--- src/rtl/tiny1_uart_mmio_if.sv ---
// Bundle of the tiny1 mmap bus, IRQ pins and buart byte interface seen by tiny1_uart_mmio.
// master = core/buart side, slave = the UART controller.
interface tiny1_uart_mmio_if;
  localparam int unsigned AW = 11;
  localparam int unsigned DW = 16;
  localparam int unsigned BW = 8;

  logic          sel;
  logic [AW-1:0] addr;
  logic [DW-1:0] wdata;
  logic          wr;
  logic          rd;
  logic [DW-1:0] rdata;
  logic          irq;
  logic          irqack;
  logic [BW-1:0] uart_din;
  logic          uart_valid;
  logic          uart_ready;
  logic          uart_rd;
  logic          uart_wr;
  logic [BW-1:0] uart_dout;

  modport master (
    output sel, addr, wdata, wr, rd, irqack, uart_din, uart_valid, uart_ready,
    input  rdata, irq, uart_rd, uart_wr, uart_dout
  );

  modport slave (
    input  sel, addr, wdata, wr, rd, irqack, uart_din, uart_valid, uart_ready,
    output rdata, irq, uart_rd, uart_wr, uart_dout
  );
endinterface

--- src/rtl/tiny1_uart_mmio.sv ---
// Memory-mapped UART controller: RX/TX byte FIFOs between the tiny1 mmap window and buart,
// with buart strobe sequencing and a level IRQ that can be acknowledged.
module tiny1_uart_mmio #(
  parameter int unsigned RX_DEPTH = 8,
  parameter int unsigned TX_DEPTH = 8
) (
  input logic               clk,
  input logic               rst,
  tiny1_uart_mmio_if.slave  bus
);
  localparam int unsigned AW    = 11;
  localparam int unsigned DW    = 16;
  localparam int unsigned BW    = 8;
  localparam int unsigned RX_PW = $clog2(RX_DEPTH);
  localparam int unsigned RX_CW = RX_PW + 1;
  localparam int unsigned TX_PW = $clog2(TX_DEPTH);
  localparam int unsigned TX_CW = TX_PW + 1;

  localparam logic [AW-1:0] A_STATUS = AW'('h0);
  localparam logic [AW-1:0] A_RXDATA = AW'('h2);
  localparam logic [AW-1:0] A_TXDATA = AW'('h4);
  localparam logic [AW-1:0] A_IRQEN  = AW'('h6);

  typedef enum logic {R_IDLE, R_HOLD} rx_state_e;
  typedef enum logic [1:0] {T_IDLE, T_SEND, T_WAIT} tx_state_e;

  logic [BW-1:0]    rx_mem [RX_DEPTH];
  logic [RX_PW-1:0] rx_wp, rx_rp;
  logic [RX_CW-1:0] rx_cnt;
  logic [BW-1:0]    tx_mem [TX_DEPTH];
  logic [TX_PW-1:0] tx_wp, tx_rp;
  logic [TX_CW-1:0] tx_cnt;

  rx_state_e rx_state, rx_next;
  tx_state_e tx_state, tx_next;

  logic          rx_go, tx_go;
  logic          rx_empty, rx_full, tx_empty, tx_full;
  logic          rx_pop, tx_wr, tx_push, status_wr, irqen_wr;
  logic          tx_ovf;
  logic [1:0]    irqen;
  logic          ack_hold, ack_hold_nxt, irq_cond;
  logic [DW-1:0] rdata_nxt;
  logic          unused_wdata;

  assign unused_wdata = ^bus.wdata[15:8];

  assign rx_empty = (rx_cnt == '0);
  assign rx_full  = (rx_cnt == RX_CW'(RX_DEPTH));
  assign tx_empty = (tx_cnt == '0);
  assign tx_full  = (tx_cnt == TX_CW'(TX_DEPTH));

  // Bus-side decode; every decision below uses the pre-cycle FIFO state.
  assign rx_pop    = bus.sel && bus.rd && (bus.addr == A_RXDATA) && !rx_empty;
  assign tx_wr     = bus.sel && bus.wr && (bus.addr == A_TXDATA);
  assign tx_push   = tx_wr && !tx_full;
  assign status_wr = bus.sel && bus.wr && (bus.addr == A_STATUS);
  assign irqen_wr  = bus.sel && bus.wr && (bus.addr == A_IRQEN);

  // RX engine
  always_ff @(posedge clk) begin
    if (rst) rx_state <= R_IDLE;
    else     rx_state <= rx_next;
  end

  always_comb begin
    rx_next = rx_state;
    unique case (rx_state)
      R_IDLE:  if (rx_go) rx_next = R_HOLD;
      R_HOLD:  rx_next = R_IDLE;
      default: rx_next = R_IDLE;
    endcase
  end

  always_comb begin
    rx_go = 1'b0;
    if (rx_state == R_IDLE && bus.uart_valid && !rx_full) rx_go = 1'b1;
  end

  // TX engine
  always_ff @(posedge clk) begin
    if (rst) tx_state <= T_IDLE;
    else     tx_state <= tx_next;
  end

  always_comb begin
    tx_next = tx_state;
    unique case (tx_state)
      T_IDLE:  if (tx_go) tx_next = T_SEND;
      T_SEND:  tx_next = T_WAIT;
      T_WAIT:  tx_next = T_IDLE;
      default: tx_next = T_IDLE;
    endcase
  end

  always_comb begin
    tx_go = 1'b0;
    if (tx_state == T_IDLE && !tx_empty && bus.uart_ready) tx_go = 1'b1;
  end

  // FIFO storage is not reset; pointers and counts define the contents.
  always_ff @(posedge clk) begin
    if (rx_go)   rx_mem[rx_wp] <= bus.uart_din;
    if (tx_push) tx_mem[tx_wp] <= bus.wdata[7:0];
  end

  always_ff @(posedge clk) begin
    if (rst) begin
      rx_wp  <= '0;
      rx_rp  <= '0;
      rx_cnt <= '0;
      tx_wp  <= '0;
      tx_rp  <= '0;
      tx_cnt <= '0;
    end else begin
      if (rx_go)   rx_wp <= rx_wp + RX_PW'(1);
      if (rx_pop)  rx_rp <= rx_rp + RX_PW'(1);
      if (tx_push) tx_wp <= tx_wp + TX_PW'(1);
      if (tx_go)   tx_rp <= tx_rp + TX_PW'(1);
      unique case ({rx_go, rx_pop})
        2'b10:   rx_cnt <= rx_cnt + RX_CW'(1);
        2'b01:   rx_cnt <= rx_cnt - RX_CW'(1);
        default: rx_cnt <= rx_cnt;
      endcase
      unique case ({tx_push, tx_go})
        2'b10:   tx_cnt <= tx_cnt + TX_CW'(1);
        2'b01:   tx_cnt <= tx_cnt - TX_CW'(1);
        default: tx_cnt <= tx_cnt;
      endcase
    end
  end

  // Read mux, registered every cycle from the current decode.
  always_comb begin
    rdata_nxt = '0;
    if (bus.sel) begin
      unique case (bus.addr)
        A_STATUS: rdata_nxt = {4'h0, 4'(rx_cnt), 3'b000, tx_ovf, tx_empty, rx_full,
                               !tx_full, !rx_empty};
        A_RXDATA: if (!rx_empty) rdata_nxt = {8'h00, rx_mem[rx_rp]};
        A_IRQEN:  rdata_nxt = {14'h0000, irqen};
        default:  rdata_nxt = '0;
      endcase
    end
  end

  // Acknowledge is held off until the condition drops or the core services a FIFO.
  always_comb begin
    irq_cond     = (irqen[0] && !rx_empty) || (irqen[1] && tx_empty);
    ack_hold_nxt = ack_hold;
    if (!irq_cond || rx_pop || tx_wr) ack_hold_nxt = 1'b0;
    else if (bus.irqack)              ack_hold_nxt = 1'b1;
  end

  always_ff @(posedge clk) begin
    if (rst) begin
      bus.rdata     <= '0;
      bus.irq       <= 1'b0;
      bus.uart_rd   <= 1'b0;
      bus.uart_wr   <= 1'b0;
      bus.uart_dout <= '0;
      irqen         <= '0;
      tx_ovf        <= 1'b0;
      ack_hold      <= 1'b0;
    end else begin
      bus.rdata   <= rdata_nxt;
      bus.irq     <= irq_cond && !ack_hold_nxt;
      bus.uart_rd <= rx_go;
      bus.uart_wr <= tx_go;
      if (tx_go) bus.uart_dout <= tx_mem[tx_rp];
      if (irqen_wr) irqen <= bus.wdata[1:0];
      if (tx_wr && tx_full)                tx_ovf <= 1'b1;
      else if (status_wr && bus.wdata[4]) tx_ovf <= 1'b0;
      ack_hold <= ack_hold_nxt;
    end
  end
endmodule

--- src/flat_wrapper.sv ---
// flat-port wrapper written by rule: the top's interface ports become plain ports
module tiny1_uart_mmio_flat 
#(
  parameter int unsigned RX_DEPTH = 8,
  parameter int unsigned TX_DEPTH = 8
)
  (clk, rst, bus_sel, bus_addr, bus_wdata, bus_wr, bus_rd, bus_irqack, bus_uart_din, bus_uart_valid, bus_uart_ready, bus_rdata, bus_irq, bus_uart_rd, bus_uart_wr, bus_uart_dout);
  tiny1_uart_mmio_if bus_i ();
  input logic clk;
  input logic rst;
  input wire logic [$bits(bus_i.sel)-1:0] bus_sel;
  input wire logic [$bits(bus_i.addr)-1:0] bus_addr;
  input wire logic [$bits(bus_i.wdata)-1:0] bus_wdata;
  input wire logic [$bits(bus_i.wr)-1:0] bus_wr;
  input wire logic [$bits(bus_i.rd)-1:0] bus_rd;
  input wire logic [$bits(bus_i.irqack)-1:0] bus_irqack;
  input wire logic [$bits(bus_i.uart_din)-1:0] bus_uart_din;
  input wire logic [$bits(bus_i.uart_valid)-1:0] bus_uart_valid;
  input wire logic [$bits(bus_i.uart_ready)-1:0] bus_uart_ready;
  output wire logic [$bits(bus_i.rdata)-1:0] bus_rdata;
  output wire logic [$bits(bus_i.irq)-1:0] bus_irq;
  output wire logic [$bits(bus_i.uart_rd)-1:0] bus_uart_rd;
  output wire logic [$bits(bus_i.uart_wr)-1:0] bus_uart_wr;
  output wire logic [$bits(bus_i.uart_dout)-1:0] bus_uart_dout;
  assign bus_i.sel = bus_sel;
  assign bus_i.addr = bus_addr;
  assign bus_i.wdata = bus_wdata;
  assign bus_i.wr = bus_wr;
  assign bus_i.rd = bus_rd;
  assign bus_i.irqack = bus_irqack;
  assign bus_i.uart_din = bus_uart_din;
  assign bus_i.uart_valid = bus_uart_valid;
  assign bus_i.uart_ready = bus_uart_ready;
  assign bus_rdata = bus_i.rdata;
  assign bus_irq = bus_i.irq;
  assign bus_uart_rd = bus_i.uart_rd;
  assign bus_uart_wr = bus_i.uart_wr;
  assign bus_uart_dout = bus_i.uart_dout;
  tiny1_uart_mmio #(.RX_DEPTH(RX_DEPTH), .TX_DEPTH(TX_DEPTH)) u_core (.clk(clk), .rst(rst), .bus(bus_i));
endmodule
--- config.mk ---
export PLATFORM = sky130hd
export DESIGN_NAME = tiny1_uart_mmio_flat
export DESIGN_NICKNAME = d
export VERILOG_FILES = /design/src/rtl/tiny1_uart_mmio_if.sv /design/src/rtl/tiny1_uart_mmio.sv /design/src/flat_wrapper.sv
export SDC_FILE = /design/constraint.sdc
export NUM_CORES = 1
export LEC_CHECK = 0
export BUFFER_PORTS_ARGS = -buffer_cell sky130_fd_sc_hd__buf_2
export CAP_MARGIN = 20
export CORE_AREA = 2 2 113 126
export CTS_CLUSTER_SIZE = 12
export DETAILED_ROUTE_END_ITERATION = 7
export DIE_AREA = 0 0 115 128
export PLACE_DENSITY = 0.76
export SLEW_MARGIN = 5
export SYNTH_ARGS = -nofsm -noshare
export SYNTH_HDL_FRONTEND = slang
export SYNTH_SLANG_ARGS = --single-unit
--- constraint.sdc ---
create_clock -name clk -period 6.5 [get_ports clk]
set_input_delay 0.325 -clock clk [delete_from_list [all_inputs] [get_ports clk]]
set_output_delay 0.325 -clock clk [all_outputs]
set_load 0.02 [all_outputs]
==> flow_summary_export.csv, run 1 <==
group,metric,value,unit
pwr,vdd_drop_max,0.000183,V
synthesis,async_flop_share,0,
run,maxCapViolCount,0,
routing,via_count,4100,
worst_hold_path,hold_class,"in -> reg",
outcome,outcome,"completed",
clock_tree,cts_tree,"yes",
pwr,leakage,2.82,nW
global_route,antenna_found_initial,0,
global_route,grt_max_degree,43,
synthesis,synthDistinctLibCells,54,
timing,worst_pin_slew,961,ps
floorplan,core,13500,um2
setup_path,cp.required,6810,ps
final_layout,area_growth,15.0,%
timing,hold_slack,160,ps
global_route,overflow,0,
final_layout,fillers,979,
synthesis,post-synth-top-area-cell,"edfxtp_1",
place,dpl_cell_area,7710,um2
clock_tree,hold_buffers,0,
final_layout,fin_util,0.615,
routing,drt-initial-drc-count,271,
place,hpwlAfterDp,8.67,mm
synthesis,synth_top_area_frac,0.532,
routing,first_pass_iters,6,
clock_tree,cts_buffer_depth,2,
place,numPortBuffers,57,
routing,remaining_drc_errors,0,
setup_path,worstSetupPathType,"reg -> reg",
timing,fin_skew,9.50,ps
timing,setup_violations,0,
floorplan,die_area,14700,um2
synthesis,synthCells,469,
clock_tree,insertion_delay,420,ps
final_layout,antenna_cells,0,
pwr,power,0.00233,W
floorplan,io_pins,70,
synthesis,synth_edf_count,128,
timing,tns,0,ps
routing,final_antenna_net_count,0,
routing,vias_per_cell,5.77,
floorplan,start_util,0.535,
synthesis,netlist_area,7230,um2
final_layout,layout-drive-gt1-share,0.251,
synthesis,synthFlopType,"edfxtp_1",
synthesis,netlist_top_cells_area,"edfxtp_1 (53%), dfxtp_1 (15%), mux4_2 (10%)",
timing,fmax,0.345,GHz
clock_tree,htreeDepth,4,
global_route,track_usage,0.196,
setup_path,critPathSlowestCell,"or4b_1",
timing,hold_viol_final,0,
routing,wl_per_cell,18.7,um
clock_tree,cts_setup_buffers,0,
setup_path,cp_max_fo,9,
floorplan,row_count,45,
place,routabilityCongestion,0.813,
timing,drv_slew,0,
synthesis,yosysWarnings,0,
clock_tree,root_buffer,"clkbuf_16",
global_route,grt_pass1_vias,4131,
synthesis,syn_avg_cell_area,15.4,um2
setup_path,startpoint_type,"flop",
clock_tree,cts_buffers,17,
final_layout,multi_input_area,2220,um2
setup_path,crit_path_end_kind,"flop",
synthesis,ys_seq_area_frac,0.679,
timing,maxSlewHeadroom,0.357,
clock_tree,ctsResizeCount,0,
clock_tree,clkSinkCount,181,
final_layout,final_area,8310,um2
setup_path,worstPathArrival,3210,ps
global_route,grt_pass1_wl,21.2,mm
setup_path,slowest_delay,650,ps
final_layout,regArea,4900,um2
synthesis,netlist_top_cells_count,"edfxtp_1 (128), dfxtp_1 (53), nor2_1 (40), mux4_2 (32)",
setup_path,crit_chain,"or4b_1 -> nand2_1 -> ha_1 -> or3b_2 -> a21oi_1 -> a311oi_1 -> a311o_1",
timing,rsz0062_at_grt,"no",
floorplan,dieWidth,115,um
pwr,p_per_area,280,nW/um2
synthesis,yosysMostFrequentCell,"edfxtp_1",
timing,period_share,0.446,
final_layout,nNetsFinal,585,
timing,fin_crit,2900,ps
routing,drt_wl_total,13.3,mm
floorplan,fp.dieH,128,um
synthesis,synth-seq-cells,181,
clock_tree,path_clk_slew,60,ps
-- flip-flops by register name, indices dropped and copies added, names as in the netlist, 3 cells and up, named ones only --
signal                flops
u_core.tx_mem            64
u_core.bus.uart_dout      8
u_core.bus.rdata         12
u_core.rx_mem            64
u_core.tx_wp              3
u_core.rx_cnt             4
u_core.rx_rp              3
u_core.tx_rp              3
u_core.tx_cnt             4
u_core.rx_wp              3
-- cell usage in the layout, fill, tap and decap left out, drive strengths merged, types with 5 or more instances in the layout --
| master | count |
|---|---|
| edfxtp | 128 |
| buf | 68 |
| dfxtp | 53 |
| nor2 | 40 |
| mux4 | 32 |
| mux2i | 20 |
| a21oi | 20 |
| clkbuf | 18 |
| nand2 | 15 |
| nand3 | 11 |
| o21ai | 10 |
| xor2 | 9 |
| a211oi | 9 |
| ha | 9 |
| nor3 | 9 |
| or3 | 7 |
| clkinv | 7 |
| inv | 7 |
| nor4 | 6 |
| nand2b | 6 |
| or4 | 6 |
| nor2b | 5 |
| and3 | 5 |
-- metal layers --
metal,share of wire,vias up,global-route usage
met4,0.026,0,0.0879
li1,-,1946,-
met5,0,-,0
met3,0.036,30,0.0501
met2,0.52,95,0.345
met1,0.42,2029,0.223
-- per-stage QoR --
step | std cells | worst slack, ps
global route | 710 | 3400
CTS | 709 | 3610
floorplan | 472 | 3750
finish | 710 | 3600
detailed placement | 677 | 3390
global placement | 677 | 3440
-- cell families (layout without fill, tap and decap cells) --
kind of cell / count (synthesis) / in the layout / share of synthesized area
simple gates: 132 / 132 / 0.100
fa+ha+maj: 9 / 9 / 0.0156
other cells: 1 / 4 / 0.000519
flops: 181 / 181 / 0.679
buf+inv: 31 / 105 / 0.0190
mux: 52 / 52 / 0.127
xor+xnor: 12 / 12 / 0.0145
compound gates: 51 / 51 / 0.0443
-- worst paths after layout --
kind	slack, ps	from	endpoint	depth (start not counted)
worst min register to register	420	u_core.tx_state[1]$_SDFFE_PP0P_	u_core.tx_state[1]$_SDFFE_PP0P_	1
worst max-delay path	3600	u_core.rx_cnt[1]$_SDFFE_PP0P_	u_core.rx_cnt[3]$_SDFFE_PP0P_	7
worst max register to register	3600	u_core.rx_cnt[1]$_SDFFE_PP0P_	u_core.rx_cnt[3]$_SDFFE_PP0P_	7
worst min-delay path	160	bus_wdata[5]	u_core.tx_mem[7][5]$_DFFE_PP_	1
-- worst max-delay path, delay by kind of cell (launching register included) --
family	cells	cell delay [ps]
compound gates	3	570
flops	1	390
simple gates	3	1480
fa+ha+maj	1	350
-- final cells by class --
| class | count | area share |
|---|---|---|
| Multi-Input combinational cell | 260 | 0.267 |
| Tap cell | 164 | 0.0247 |
| Clock inverter | 14 | 0.0191 |
| Clock buffer | 18 | 0.0516 |
| Inverter | 5 | 0.00226 |
| Timing Repair Buffer | 68 | 0.0452 |
| Sequential cell | 181 | 0.590 |
-- power breakdown --
group	total (W)	leakage (nW)	switching [W]	internal, W
Combinational	0.0000663	0.957	0.0000418	0.0000244
Clock	0.00101	0.279	0.000408	0.000601
Sequential	0.00125	1.58	0.00000768	0.00124
Note: power is estimated with default switching activity, not from simulation.
==> run 2: changes to the inputs <==
CORE_AREA = 2 2 115 128   (was 2 2 113 126)
DIE_AREA = 0 0 117 130   (was 0 0 115 128)
clock period = 2.35 ns   (was 6.5 ns; I/O delays follow)
==> flow_summary_export.csv, run 2 (same netlist as run 1, synthesis figures left out) <==
group,metric,value,unit
run,maxCapViolCount,0,
clock_tree,cts_buffer_depth,2,
clock_tree,clkSinkCount,181,
clock_tree,cts_buffers,17,
floorplan,dieWidth,117,um
routing,remaining_drc_errors,0,
routing,met1Wirelength,5.76,mm
final_layout,reg_top3,"u_core.rx_mem x64, u_core.tx_mem x64, u_core.bus.rdata x12",
routing,wl_met3,657,um
routing,via_count,4334,
setup_path,worstSetupPathType,"reg -> reg",
floorplan,fp.dieH,130,um
global_route,track_usage,0.204,
global_route,overflow,0,
global_route,grt_pass1_vias,4422,
routing,highest_layer,"met4",
floorplan,die_area,15200,um2
place,numPortBuffers,57,
pwr,vdd_drop_max,0.000649,V
global_route,grt_pass1_wl,22.6,mm
setup_path,crit_buf_inv,1,
floorplan,row_count,46,
final_layout,final_common_cell,"edfxtp_1",
final_layout,nNetsFinal,635,
setup_path,cp.required,2710,ps
final_layout,multi_input_area,2300,um2
worst_hold_path,hold_class,"in -> reg",
timing,fin_crit,2250,ps
outcome,outcome,"completed",
clock_tree,path_clk_slew,70,ps
pwr,power,0.00640,W
timing,maxSlewHeadroom,0.372,
routing,vias_per_cell,5.50,
setup_path,cp_max_fo,5,
setup_path,crit_chain,"or4_4 -> nand3_4 -> inv_4 -> ha_4 -> xor2_2 -> ha_2 -> a21oi_2 -> xor2_1 -> or3_1 -> a21oi_1",
routing,wl_met2,7.52,mm
clock_tree,insertion_delay,430,ps
final_layout,regArea,4910,um2
setup_path,worstPathArrival,2620,ps
setup_path,path_delay_family,"simple AND/OR/NAND/NOR gates",
timing,period_share,0.959,
place,pre_cts_ws,-39.5,ps
timing,fmax,0.443,GHz
timing,hold_viol_final,0,
setup_path,crit_path_end_kind,"flop",
floorplan,io_pins,70,
global_route,grt_max_degree,35,
setup_path,slowest_delay,550,ps
routing,drt_wl_total,14.2,mm
setup_path,startpoint_type,"flop",
routing,wl_per_cell,18.0,um
timing,setup_violations,0,
clock_tree,htreeDepth,4,
final_layout,layout-drive-gt1-share,0.314,
final_layout,antenna_cells,0,
floorplan,start_util,0.513,
routing,final_antenna_net_count,0,
timing,worst_pin_slew,938,ps
routing,drt-initial-drc-count,360,
final_layout,fin_util,0.627,
clock_tree,cts_tree,"yes",
place,routabilityCongestion,0.827,
floorplan,core,14100,um2
timing,postLayoutSetupSlackWorst,95.2,ps
timing,drv_slew,0,
routing,first_pass_iters,5,
global_route,antenna_found_initial,0,
timing,fin_skew,6.80,ps
place,hpwlAfterDp,9.44,mm
pwr,leakage,3.06,nW
timing,rsz0062_at_grt,"no",
final_layout,area_growth,22.2,%
clock_tree,root_buffer,"clkbuf_16",
final_layout,mostFrequentLayoutCells,"edfxtp_1 (128), buf_2 (57), dfxtp_1 (51)",
setup_path,critPathSlowestCell,"or4_4",
final_layout,fillers,1011,
pwr,p_per_area,724,nW/um2
-- run 2: cell type report --
cell class,count,area share
inverters,5,0.00241
flip-flops and latches,181,0.556
clock inverters,15,0.0164
well taps,192,0.0272
clock buffers,17,0.0481
multi-input cells,260,0.261
repair buffers,118,0.0895
-- run 2: metal layers --
metal  global-route usage  vias to the layer above
met5                    0                        -
met4               0.0699                        0
met3               0.0590                       15
met2                0.353                      117
met1                0.245                     2158
li1                     -                     2044
-- run 2: tightest hold or removal path, cell delays in order --
cell	delay (ps)
buf_2	80
nor2_1	50
nor2_1	80
a21oi_1	70
-- run 2: metrics by stage --
step	instance area (um2)	setup TNS, ps	instances	hold slack, ps
global route	8840	0	788	50.4
finish	8840	0	788	17.4
detailed placement	8030	-39.5	734	395
CTS	8800	0	785	10.4
floorplan	7360	-411	472	216
global placement	8030	0	734	374
-- run 2: worst paths after layout --
| kind | end | startpoint | slack (ps) | cells past startpoint |
|---|---|---|---|---|
| min | u_core.bus.irq$_SDFF_PP0_ | bus_irqack | 20 | 4 |
| min reg2reg | u_core.tx_state[1]$_SDFFE_PP0P_ | u_core.tx_state[1]$_SDFFE_PP0P_ | 430 | 1 |
| max | u_core.tx_cnt[2]$_SDFFE_PP0P_ | u_core.tx_cnt[1]$_SDFFE_PP0P_ | 100 | 10 |
| max reg2reg | u_core.tx_cnt[2]$_SDFFE_PP0P_ | u_core.tx_cnt[1]$_SDFFE_PP0P_ | 100 | 10 |
-- run 2: power breakdown --
| part | internal (W) | switching [W] |
|---|---|---|
| clock | 0.00148 | 0.00122 |
| sequential | 0.00344 | 0.0000164 |
| combinational | 0.000105 | 0.000134 |
| total | 0.00503 | 0.00137 |
-- run 2: timing repair --
item                       CTS  global route
resized for setup            1             6
setup buffers                0             3
pin swaps                    0             2
hold buffers                19             0
hold endpoints to repair   136             0
setup endpoints to repair    1             3
==> run 3: changes to the inputs <==
RECOVER_POWER = 100   (was not set)
==> flow_summary_export.csv, run 3 (same netlist as run 1, synthesis figures left out) <==
group,metric,value,unit
global_route,grt_pass1_wl,22.6,mm
clock_tree,cts_buffers,17,
global_route,track_usage,0.204,
pwr,pwr-share-clk,0.424,
routing,final_antenna_net_count,0,
setup_path,slowest_delay,550,ps
clock_tree,root_buffer,"clkbuf_16",
final_layout,multi_input_area,2290,um2
timing,setup_violations,0,
pwr,p_per_area,737,nW/um2
place,hpwlAfterDp,9.44,mm
pwr,p_comb_frac,0.036,
place,pre_cts_ws,-39.5,ps
place,dp_cells,734,
global_route,grt_pass1_vias,4422,
global_route,grt_max_degree,35,
routing,vias_per_cell,5.55,
place,routabilityCongestion,0.827,
final_layout,reg_top3,"u_core.rx_mem x64, u_core.tx_mem x64, u_core.bus.rdata x12",
floorplan,start_util,0.513,
timing,tns,0,ps
clock_tree,clkSinkCount,181,
final_layout,final_area,8680,um2
timing,hold_viol_final,0,
timing,period_share,0.962,
floorplan,fp.dieH,130,um
final_layout,stdcell_count,788,
clock_tree,insertion_delay,430,ps
timing,maxSlewHeadroom,0.392,
place,numPortBuffers,57,
timing,drv_slew,0,
setup_path,cp_max_fo,4,
final_layout,area_growth,20.1,%
floorplan,die_area,15200,um2
routing,wl_per_cell,18.2,um
routing,first_pass_iters,5,
pwr,power_switching_share,0.216,
place,dpl_cell_area,8030,um2
timing,postLayoutSetupSlackWorst,89.6,ps
timing,rsz0062_at_grt,"no",
clock_tree,cts_buffer_depth,2,
floorplan,core,14100,um2
timing,worst_pin_slew,909,ps
setup_path,worstPathArrival,2620,ps
routing,remaining_drc_errors,0,
clock_tree,path_clk_slew,70,ps
final_layout,regArea,4910,um2
timing,fin_skew,5.61,ps
pwr,vdd_drop_max,0.000648,V
final_layout,final_common_cell,"edfxtp_1",
pwr,seqPwrFrac,0.541,
pwr,netSwitchingPower,0.00138,W
setup_path,crit_path_end_kind,"flop",
routing,via_count,4374,
setup_path,startpoint_type,"flop",
final_layout,nNetsFinal,635,
routing,drt_wl_total,14.3,mm
routing,drt-initial-drc-count,337,
run,maxCapViolCount,0,
timing,fin_crit,2260,ps
global_route,overflow,0,
worst_hold_path,hold_class,"in -> reg",
final_layout,mostFrequentLayoutCells,"edfxtp_1 (128), clkbuf_1 (59), dfxtp_1 (52)",
floorplan,dieWidth,117,um
floorplan,row_count,46,
clock_tree,htreeDepth,4,
setup_path,worstSetupPathType,"reg -> reg",
outcome,outcome,"completed",
final_layout,layout-drive-gt1-share,0.211,
final_layout,antenna_cells,0,
clock_tree,cts_tree,"yes",
pwr,power.internal,0.00502,W
global_route,antenna_found_initial,0,
timing,fmax,0.442,GHz
setup_path,crit_chain,"or4_4 -> nand3_4 -> inv_4 -> ha_1 -> nor4bb_1 -> o21ai_1 -> a21o_1 -> a21oi_1",
setup_path,critPathSlowestCell,"or4_4",
setup_path,cp.required,2710,ps
floorplan,io_pins,70,
final_layout,fillers,1066,
pwr,leakage,2.83,nW
run 3: changes by cell type in the layout (fill, tap and decap cells not counted), moves of 2 or more:
cell / delta
clkbuf_2: +5
clkbuf_1: +59
buf_2: -39
and2_1: -2
and2_0: +2
buf_4: -25
run 3: through the flow:
stage          hold slack (ps)   util  power (W)
3_5_place_dp               395  0.569    0.00374
3_3_place_gp               374  0.569    0.00373
4_1_cts                   10.4  0.624    0.00646
2_1_floorplan              216      -    0.00364
5_1_grt                   50.4  0.616    0.00659
6_report                  17.2  0.616    0.00640
run 3: worst paths after layout:
kind                                   startpoint                              end  slack [ps]  depth (start not counted)
setup / recovery    u_core.tx_cnt[1]$_SDFFE_PP0P_    u_core.tx_cnt[3]$_SDFFE_PP0P_          90                          8
setup reg to reg    u_core.tx_cnt[1]$_SDFFE_PP0P_    u_core.tx_cnt[3]$_SDFFE_PP0P_          90                          8
hold / removal                         bus_irqack        u_core.bus.irq$_SDFF_PP0_          20                          4
hold reg to reg   u_core.tx_state[1]$_SDFFE_PP0P_  u_core.tx_state[1]$_SDFFE_PP0P_         430                          1
run 3: area by class of cell:
cell class	instances	area share
sequential	181	0.565
clock buffer	17	0.0490
timing repair buffer	118	0.0754
inverter	5	0.00245
tap	192	0.0277
clock inverter	15	0.0167
multi-input combinational	260	0.264
run 3: metal layers:
metal  vias up  track usage  routed length [um]
met5         -            0                   0
met4         0       0.0699                 266
met3        17       0.0590                 703
met2       114        0.353                7450
met1      2197        0.245                5900
li1       2046            -                   -
run 3: timing repair:
item / CTS / global route
buffers inserted: 0 / 3
pin swaps: 0 / 2
setup endpoints to repair: 1 / 3
endpoints found under the hold margin: 136 / 0
hold buffers: 19 / 0
gates resized for setup: 1 / 6
run 3: power groups by stage:
stage / sequential (W) / combinational [W] / clock [W]
final: 0.00346 / 0.000227 / 0.00271
after CTS: 0.00346 / 0.000238 / 0.00277
after floorplan: 0.00353 / 0.000112 / 0
after detailed placement: 0.00353 / 0.000213 / 0
after global routing: 0.00346 / 0.000251 / 0.00288
after global placement: 0.00352 / 0.000204 / 0
run 3: critical path, delay by kind of cell (launching register included):
family	cells	cell delay [ps]
compound gates	3	440
fa+ha+maj	1	330
simple gates	3	1030
flops	1	340
buf+inv	1	50
